## config.mk

```make
export PLATFORM = sky130hd
export DESIGN_NAME = dragon_jump
export DESIGN_NICKNAME = d
export VERILOG_FILES = /design/src/rtl/dragon_pkg.sv /design/src/rtl/btn_sync_edge.sv /design/src/rtl/dragon_jump.sv
export SDC_FILE = /design/constraint.sdc
export NUM_CORES = 1
export LEC_CHECK = 0
export ABC_AREA = 0
export ABC_CLOCK_PERIOD_IN_PS = 2700
export CORE_MARGIN = 5
export CORE_UTILIZATION = 23
export CTS_BUF_LIST = sky130_fd_sc_hd__clkbuf_16
export CTS_CLUSTER_DIAMETER = 100
export DETAILED_ROUTE_END_ITERATION = 10
export GPL_TIMING_DRIVEN = 0
export HOLD_SLACK_MARGIN = 0.1
export PLACE_DENSITY = 0.39
export SETUP_SLACK_MARGIN = 0.02
export SLEW_MARGIN = 20
export SYNTH_ARGS = -nofsm -noshare
export SYNTH_HDL_FRONTEND = slang
export SYNTH_SLANG_ARGS = --single-unit
```

## constraint.sdc

```tcl
create_clock -name pixel_clk -period 2.7 [get_ports pixel_clk]
set_input_delay 0.54 -clock pixel_clk [delete_from_list [all_inputs] [get_ports pixel_clk]]
set_output_delay 0.54 -clock pixel_clk [all_outputs]
set_load 0.01 [all_outputs]
```

## src/rtl/dragon_pkg.sv

```systemverilog
// Shared definitions for the player dragon's vertical motion.
// Holds the jump FSM state type and default geometry/timing constants. The renderer and the
// collision logic use the same constants so that all three blocks agree on ground and apex
// positions.
package dragon_pkg;

    typedef enum logic [1:0] {
        StGround,
        StRise,
        StHang,
        StFall
    } jump_state_t;

    localparam int unsigned GROUND_Y_DEF    = 400;
    localparam int unsigned JUMP_HEIGHT_DEF = 120;
    localparam int unsigned STEP_DEF        = 4;
    localparam int unsigned HANG_TICKS_DEF  = 8;
    localparam int unsigned Y_W_DEF         = 10;

endpackage

```

## src/rtl/btn_sync_edge.sv

```systemverilog
// Button conditioner: 2-flop synchronizer followed by a registered rising-edge pulse.
// Ports:
//   clk_i   - clock of the receiving domain
//   rst_ni  - synchronous active-low reset; all flops clear to 0
//   btn_i   - raw button level, asynchronous to clk_i
//   rise_o  - one-cycle pulse, high 3 cycles after btn_i rises
module btn_sync_edge (
    input  logic clk_i,
    input  logic rst_ni,
    input  logic btn_i,
    output logic rise_o
);

    logic sync1_q, sync1_d;
    logic sync2_q, sync2_d;
    logic prev_q,  prev_d;
    logic rise_q,  rise_d;

    always_comb begin
        sync1_d = btn_i;
        sync2_d = sync1_q;
        prev_d  = sync2_q;
        rise_d  = sync2_q & ~prev_q;
    end

    always_ff @(posedge clk_i) begin
        if (!rst_ni) begin
            sync1_q <= 1'b0;
            sync2_q <= 1'b0;
            prev_q  <= 1'b0;
            rise_q  <= 1'b0;
        end else begin
            sync1_q <= sync1_d;
            sync2_q <= sync2_d;
            prev_q  <= prev_d;
            rise_q  <= rise_d;
        end
    end

    assign rise_o = rise_q;

endmodule

```

## src/rtl/dragon_jump.sv

```systemverilog
// Vertical-motion controller for the player dragon.
// A jump button press launches a rise / hang / fall trajectory that advances one step per
// frame tick.
// Ports:
//   pixel_clk - sole clock
//   rst_n     - synchronous active-low reset
//   update    - one-cycle frame tick; may be held high for consecutive cycles
//   jump_btn  - raw button level, asynchronous to pixel_clk
//   dragon_y  - registered top-edge Y of the dragon, always within [APEX, GROUND_Y]
//   airborne  - registered, high while rising, hanging or falling
//   landed    - registered one-cycle pulse alongside the return to GROUND_Y
module dragon_jump
    import dragon_pkg::*;
#(
    parameter int unsigned GROUND_Y    = GROUND_Y_DEF,
    parameter int unsigned JUMP_HEIGHT = JUMP_HEIGHT_DEF,
    parameter int unsigned STEP        = STEP_DEF,
    parameter int unsigned HANG_TICKS  = HANG_TICKS_DEF,
    parameter int unsigned Y_W         = Y_W_DEF
) (
    input  logic           pixel_clk,
    input  logic           rst_n,
    input  logic           update,
    input  logic           jump_btn,
    output logic [Y_W-1:0] dragon_y,
    output logic           airborne,
    output logic           landed
);

    localparam int unsigned APEX  = GROUND_Y - JUMP_HEIGHT;
    localparam int unsigned CNT_W = $clog2(HANG_TICKS + 1);

    localparam logic [Y_W:0]     GROUND_X  = (Y_W + 1)'(GROUND_Y);
    localparam logic [Y_W:0]     APEX_X    = (Y_W + 1)'(APEX);
    localparam logic [Y_W:0]     STEP_X    = (Y_W + 1)'(STEP);
    localparam logic [CNT_W-1:0] LAST_HANG = CNT_W'(HANG_TICKS - 1);

    jump_state_t      state_q, state_d;
    logic [Y_W-1:0]   y_q, y_d;
    logic [CNT_W-1:0] hang_cnt_q, hang_cnt_d;
    logic             pending_q, pending_d;
    logic             airborne_q, airborne_d;
    logic             landed_q, landed_d;

    logic             btn_rise;
    logic             go_up;
    logic [Y_W:0]     y_dec, y_inc;

    btn_sync_edge u_btn_sync_edge (
        .clk_i  (pixel_clk),
        .rst_ni (rst_n),
        .btn_i  (jump_btn),
        .rise_o (btn_rise)
    );

    always_comb begin
        state_d    = state_q;
        y_d        = y_q;
        hang_cnt_d = hang_cnt_q;
        pending_d  = pending_q;
        airborne_d = airborne_q;
        landed_d   = 1'b0;
        go_up      = 1'b0;

        // One extra bit: bit Y_W of y_dec flags a borrow, y_inc cannot overflow.
        y_dec = {1'b0, y_q} - STEP_X;
        y_inc = {1'b0, y_q} + STEP_X;

        // Presses in the air are dropped and also cancel anything still pending.
        if (btn_rise) begin
            pending_d = (state_q == StGround);
        end

        if (update) begin
            case (state_q)
                StGround: begin
                    // A press arriving with this very tick counts as pending.
                    if (pending_q || btn_rise) begin
                        go_up     = 1'b1;
                        pending_d = 1'b0;
                    end
                end
                StRise: go_up = 1'b1;
                StHang: begin
                    hang_cnt_d = hang_cnt_q + 1'b1;
                    if (hang_cnt_q == LAST_HANG) begin
                        state_d = StFall;
                    end
                end
                StFall: begin
                    if (y_inc >= GROUND_X) begin
                        y_d        = Y_W'(GROUND_Y);
                        state_d    = StGround;
                        airborne_d = 1'b0;
                        landed_d   = 1'b1;
                    end else begin
                        y_d = y_inc[Y_W-1:0];
                    end
                end
                default: state_d = StGround;
            endcase
        end

        // Launch and rise share one step so that the very first step can already clamp.
        if (go_up) begin
            airborne_d = 1'b1;
            if (y_dec[Y_W] || (y_dec <= APEX_X)) begin
                y_d        = Y_W'(APEX);
                hang_cnt_d = '0;
                state_d    = StHang;
            end else begin
                y_d     = y_dec[Y_W-1:0];
                state_d = StRise;
            end
        end
    end

    always_ff @(posedge pixel_clk) begin
        if (!rst_n) begin
            state_q    <= StGround;
            y_q        <= Y_W'(GROUND_Y);
            hang_cnt_q <= '0;
            pending_q  <= 1'b0;
            airborne_q <= 1'b0;
            landed_q   <= 1'b0;
        end else begin
            state_q    <= state_d;
            y_q        <= y_d;
            hang_cnt_q <= hang_cnt_d;
            pending_q  <= pending_d;
            airborne_q <= airborne_d;
            landed_q   <= landed_d;
        end
    end

    assign dragon_y = y_q;
    assign airborne = airborne_q;
    assign landed   = landed_q;

    // APEX_X is only consulted through the clamp compare above.
    logic unused_apex;
    assign unused_apex = ^APEX_X;

endmodule

```

== Yosys cells after proc, flatten, opt, wreduce, memory -nomap -nowiden ==
Cells that the tools add are included.

* Register bits: 23
* Input port bits: 4
* Output and inout bits: 12
* Word-level logic and storage cells: 61

* $add $sub $neg: 3
* Magnitude comparators: 2
* Equal/unequal tests: 6
* Muxes and demuxes: 27
* Bitwise operators: 2
* Reductions and logical operators: 11

{| class="wikitable"
|+ Operator list
! kind !! number
|-
| $mux 10 || 5
|-
| $mux 4 || 4
|-
| $add 10x3->11 const B || 1
|-
| $ge 11x9->1 const B || 1
|-
| $le 11x9->1 const B || 1
|-
| $mux 1 || 11
|-
| $sub 10x3->11 const B || 1
|-
| $mux 2 || 5
|-
| $ne 3x3->1 const B || 2
|-
| $reduce_and 3->1 || 2
|-
| $reduce_bool 2->1 || 3
|-
| $add 4x1->4 const B || 1
|-
| $eq 2x2->1 const B || 2
|-
| $eq 4x3->1 const B || 1
|-
| $pmux 2 s2 || 1
|-
| $reduce_and 4->1 || 1
|-
| $reduce_bool 3->1 || 1
|-
| $eq 2x1->1 const B || 1
|-
| $logic_not 2->1 || 1
|-
| $logic_or 1x1->1 || 2
|-
| $pmux 1 s2 || 1
|-
| $reduce_and 2->1 || 1
|-
| $and 1x1->1 || 1
|-
| $not 1->1 || 1
|}

== Depth between registers and ports, before layout ==
* Depth after elaboration: 6
* Mapped depth: 10
* Depth with buffers taken out: 8

== Modules after synthesis ==
From an unflattened synthesis, not the netlist that was laid out.

* Cells, all modules: 187
* Area, all modules: 1465.2 µm²

{| class="wikitable"
|+ Modules (own cells, without submodules)
! module !! instances !! cells an instance !! area an instance (µm²) !! sequential area each (µm²)
|-
| dragon_jump || 1 || 179 || 1353.8 || 340.3
|-
| btn_sync_edge || 1 || 8 || 111.4 || 80.1
|}

== Worst setup path before layout ==
No wires, ideal clock.

* Kind: reg-to-reg
* Start: reg y_q[2], in the netlist dragon_y[2]
* End: reg y_q[4], in the netlist dragon_y[4]
* Library setup time: 0.134 ns
* Arrival: 2.111 ns
* Required time: 2.566 ns
* Slack: 0.455 ns
* Cell stages (with the launch flop): 10
* Buffers on the path: 2
* Period minus slack after synthesis: 2.245 ns
* Cells stage by stage: dfxtp_1 > buf_2 > inv_1 > ha_1 > clkbuf_1 > and2_4 > mux2i_1 > o211ai_2 > a2111oi_1 > nor4_1

* Cells in the longest elaborated chain, start to end: 6
* Elaborated cells on any way between the ends: 10
* Those cells by class: add/sub: 2; order compare: 2; mux: 5; reduce/logical: 1

{| class="wikitable"
|+ Ends and longest elaborated chain
! element !! RTL line !! source
|-
| from (decl) || dragon_jump.sv:39 || <nowiki>logic [Y_W-1:0] y_q, y_d;</nowiki>
|-
| from (signal assigned) || dragon_jump.sv:121 || <nowiki>y_q <= Y_W'(GROUND_Y);</nowiki>
|-
| from (signal assigned) || dragon_jump.sv:128 || <nowiki>y_q <= y_d;</nowiki>
|-
| $add 10x3->11 || dragon_jump.sv:67 || <nowiki>y_inc = {1'b0, y_q} + STEP_X;</nowiki>
|-
| $ge 11x9->1 || dragon_jump.sv:91 || <nowiki>if (y_inc >= GROUND_X) begin</nowiki>
|-
| $mux 10 || dragon_jump.sv:91 ||
|-
| $mux 10 || dragon_jump.sv:75 || <nowiki>case (state_q)</nowiki>
|-
| $mux 10 || dragon_jump.sv:74 || <nowiki>if (update) begin</nowiki>
|-
| $mux 10 * || dragon_jump.sv:105 || <nowiki>if (go_up) begin</nowiki>
|}

Every way passes the cells marked *; elsewhere a longest branch is shown, timed or not. The select of a mux whose other input is x is not followed.
A chain may end at the register's enable or synchronous reset.

== Worst setup path in the final report ==
Same ends and word-level chain as after synthesis.

==> flow_summary_export.csv <==
group,metric,value,unit
clock_network,post_cts_buffers,0,
worst_setup_path,slowest_delay,440,ps
logic_synthesis,synth_top_cell_by_area,"dfxtp_1",
die,num_rows,29,
cells_and_area,antennaDiodeCount,0,
global_route,grt_usage,10.3,%
drt,final_antenna_net_count,0,
logic_synthesis,synthFlopType,"dfxtp_1",
timing,rsz0062_at_grt,"no",
power_and_ir_drop,peakVddDrop,218,uV
timing,hold_violations,0,
min_path,worstHoldPathType,"register to register",
placed_design,port_buffers,12,
power_and_ir_drop,p_per_area,407,mW/mm^2
logic_synthesis,synth_cell_types,58,
cells_and_area,areaGrowthSynthToFinish,19.8,%
worst_setup_path,critPathTopFamily,"compound AO/OA/AOI/OAI gates",
global_route,grt-ovfl-total,0,
clock_network,htree_levels,1,
drt,post_drt_wl_per_cell,15.3,um
clock_network,insertion_delay,260,ps
worst_setup_path,arrival,2610,ps
logic_synthesis,syn_inst,191,
logic_synthesis,ys_ff_latch,21,
timing,fin_skew,6.70,ps
worst_setup_path,path_max_fanout,10,
die,dieArea,0.00837,mm^2
die,core,0.00639,mm^2
worst_setup_path,cp.required,2830,ps
clock_network,cts_tree,"built",
global_route,antenna_found_initial,0,
drt,drc,0,
logic_synthesis,yosysWarnings,0,
worst_setup_path,worstSetupStartpointType,"register",
drt,viasPerCell,5.05,
drt,routed_wl,4.35,mm
clock_network,cts_sinks,21,
die,die_w,91.5,um
timing,setup_viol,0,
timing,fin_setup_tns,0,ps
die,io_pins,16,
cells_and_area,nNetsFinal,216,
logic_synthesis,async_flop_share,0,%
clock_network,path_clk_slew,70,ps
worst_setup_path,cp_slowest_cell,"a2111oi_1",
placed_design,placed_cell_area,0.00175,mm^2
timing,worst_pin_slew,1070,ps
clock_network,clk_path_buf_depth,2,
run_status,status,"finished clean",
logic_synthesis,syn_area_per_cell,7.99,um^2
drt,drt_iter0_drc,84,
die,die_h,91.5,um
logic_synthesis,synth_edf_count,0,
clock_network,numCtsBuffers,3,
logic_synthesis,synth_area,0.00153,mm^2
logic_synthesis,seq_area_frac_synth,27.5,%
worst_setup_path,end_kind,"register",
timing,slew_headroom,27.6,%
global_route,grt_max_degree,13,
die,initial_core_util,23.9,%
worst_setup_path,path_cells,"buf_2 -> inv_1 -> ha_1 -> clkbuf_2 -> and3_1 -> o21ai_1 -> o211ai_2 -> a2111oi_1 -> nor4_1",
power_and_ir_drop,p_total,0.000744,W
cells_and_area,final_cells,285,
logic_synthesis,synth_area_leaders,"dfxtp_1 (28%), nor2_1 (4.2%), nand2_1 (3.4%)",
cells_and_area,drive_gt1_share,15.4,%
timing,period_share,91.6,%
timing,slew_viol_final,0,
timing,fin_crit,2470,ps
power_and_ir_drop,total_leakage_power,0.720,nW
cells_and_area,layout_common_cells,"dfxtp_1 (21), nor2_1 (17), nand2_1 (14), clkdlybuf4s50_1 (12), a21oi_1 (10)",
global_route,grt_pass1_vias,1428,
placed_design,place_inst,281,
timing,fmax,404,MHz
clock_network,root_buffer,"clkbuf_16",
worst_setup_path,worst-setup-path-type,"register to register",
drt,num_vias,1438,
placed_design,dp_hpwl,3.18,mm
global_route,grt_pass1_wl,7.12,mm
cells_and_area,postLayoutCellArea,0.00183,mm^2
worst_setup_path,cp.buffers_inverters,3,
flow_run,cap_violations,0,
placed_design,gp_congestion,0.739,
cells_and_area,layout_commonest_cell,"dfxtp_1",
drt,first_pass_iters,4,
logic_synthesis,synth_top_area_share,27.5,%
layout make-up:
cell class                 count  area (um^2)
multi-input combinational    149         1010
clock buffer                   3         75.1
inverter                       6         22.5
clock inverter                 1         5.00
fill                         687         4560
sequential                    21          420
tap                           77         96.3
buffer                        16         81.3
timing repair buffer          12          120
worst register-to-register path: stages (launching register included):
cell and delay (ps):
dfxtp_1 340, buf_2 240, inv_1 120, ha_1 220
clkbuf_2 220, and3_1 220, o21ai_1 250, o211ai_2 180
a2111oi_1 440, nor4_1 120
cell families (layout without fill, tap and decap cells):
kind of cell | Yosys count | in the layout | synth area share [%]
AND/OR/NAND/NOR | 81 | 81 | 29.8
AO/OA/AOI/OAI | 53 | 53 | 26.9
buffers and inverters | 22 | 38 | 6.72
flip-flops | 21 | 21 | 27.5
XOR/XNOR | 6 | 6 | 3.44
multiplexers | 4 | 4 | 2.95
adder cells (fa/ha/maj) | 3 | 3 | 2.46
other | 1 | 2 | 0.246
flip-flops by register name (all words and copies together), names as in the netlist:
name and count:
airborne 1, dragon_y 8, hang_cnt_q 4, landed 1
pending_q 1, state_q 2, u_btn_sync_edge.prev_d 1, u_btn_sync_edge.prev_q 1
u_btn_sync_edge.rise_o 1, u_btn_sync_edge.sync1_q 1
through the flow:
stage	hold slack, ps	util, %	setup WS (ps)
finish	382	28.6	226
global route	405	28.6	76.3
CTS	385	28.6	92.3
detailed placement	376	27.4	82.8
global placement	370	27.4	106
floorplan	367	-	455
layer usage:
metal  share of wire [%]  GRT usage, %
met5                   0             0
met4                 1.6          3.79
met3                 3.0          1.40
met2                  43          16.2
met1                  52          14.2
repair_timing:
| item | in CTS | in global routing |
|---|---|---|
| endpoints found under the hold margin | 0 | 0 |
| hold buffers | 0 | 0 |
| resized for setup | 0 | 2 |
| endpoints found under the setup margin | 0 | 3 |
cell usage after synthesis (2+ instances only):
library cell  count
a2bb2oi_2         2
ha_1              3
nand4_1           3
nand3b_1          2
inv_1             6
a21oi_1          10
o41ai_1           2
dfxtp_1          21
nand2b_1          2
o21a_1            2
nand3_1           7
o31a_1            2
o311ai_1          2
o21ai_1           6
clkbuf_1          6
o31ai_1           3
buf_4             3
nor3_1            9
a21o_1            2
xor2_1            3
nand2_1          14
and3_1            6
and2_1            5
mux2i_1           2
a31oi_1           3
buf_2             7
o21ba_2           2
nor4_1            4
o211ai_2          2
nor2b_1           2
nor2_1           17
xnor2_1           3
o21ai_0           2
o22ai_1           2
worst paths after layout:
kind | to | depth (start not counted) | from | slack [ps]
setup / recovery | dragon_y[4] | 9 | dragon_y[2] | 230
hold / removal | u_btn_sync_edge.rise_o | 1 | u_btn_sync_edge.prev_q | 380
setup reg to reg | dragon_y[4] | 9 | dragon_y[2] | 230
hold reg to reg | u_btn_sync_edge.rise_o | 1 | u_btn_sync_edge.prev_q | 380
where the power goes:
part           internal, W  switching, W
combinational    0.0000354     0.0000497
clock             0.000199      0.000128
sequential        0.000320     0.0000116
total             0.000555      0.000189
(Power assumes the default switching activity.)
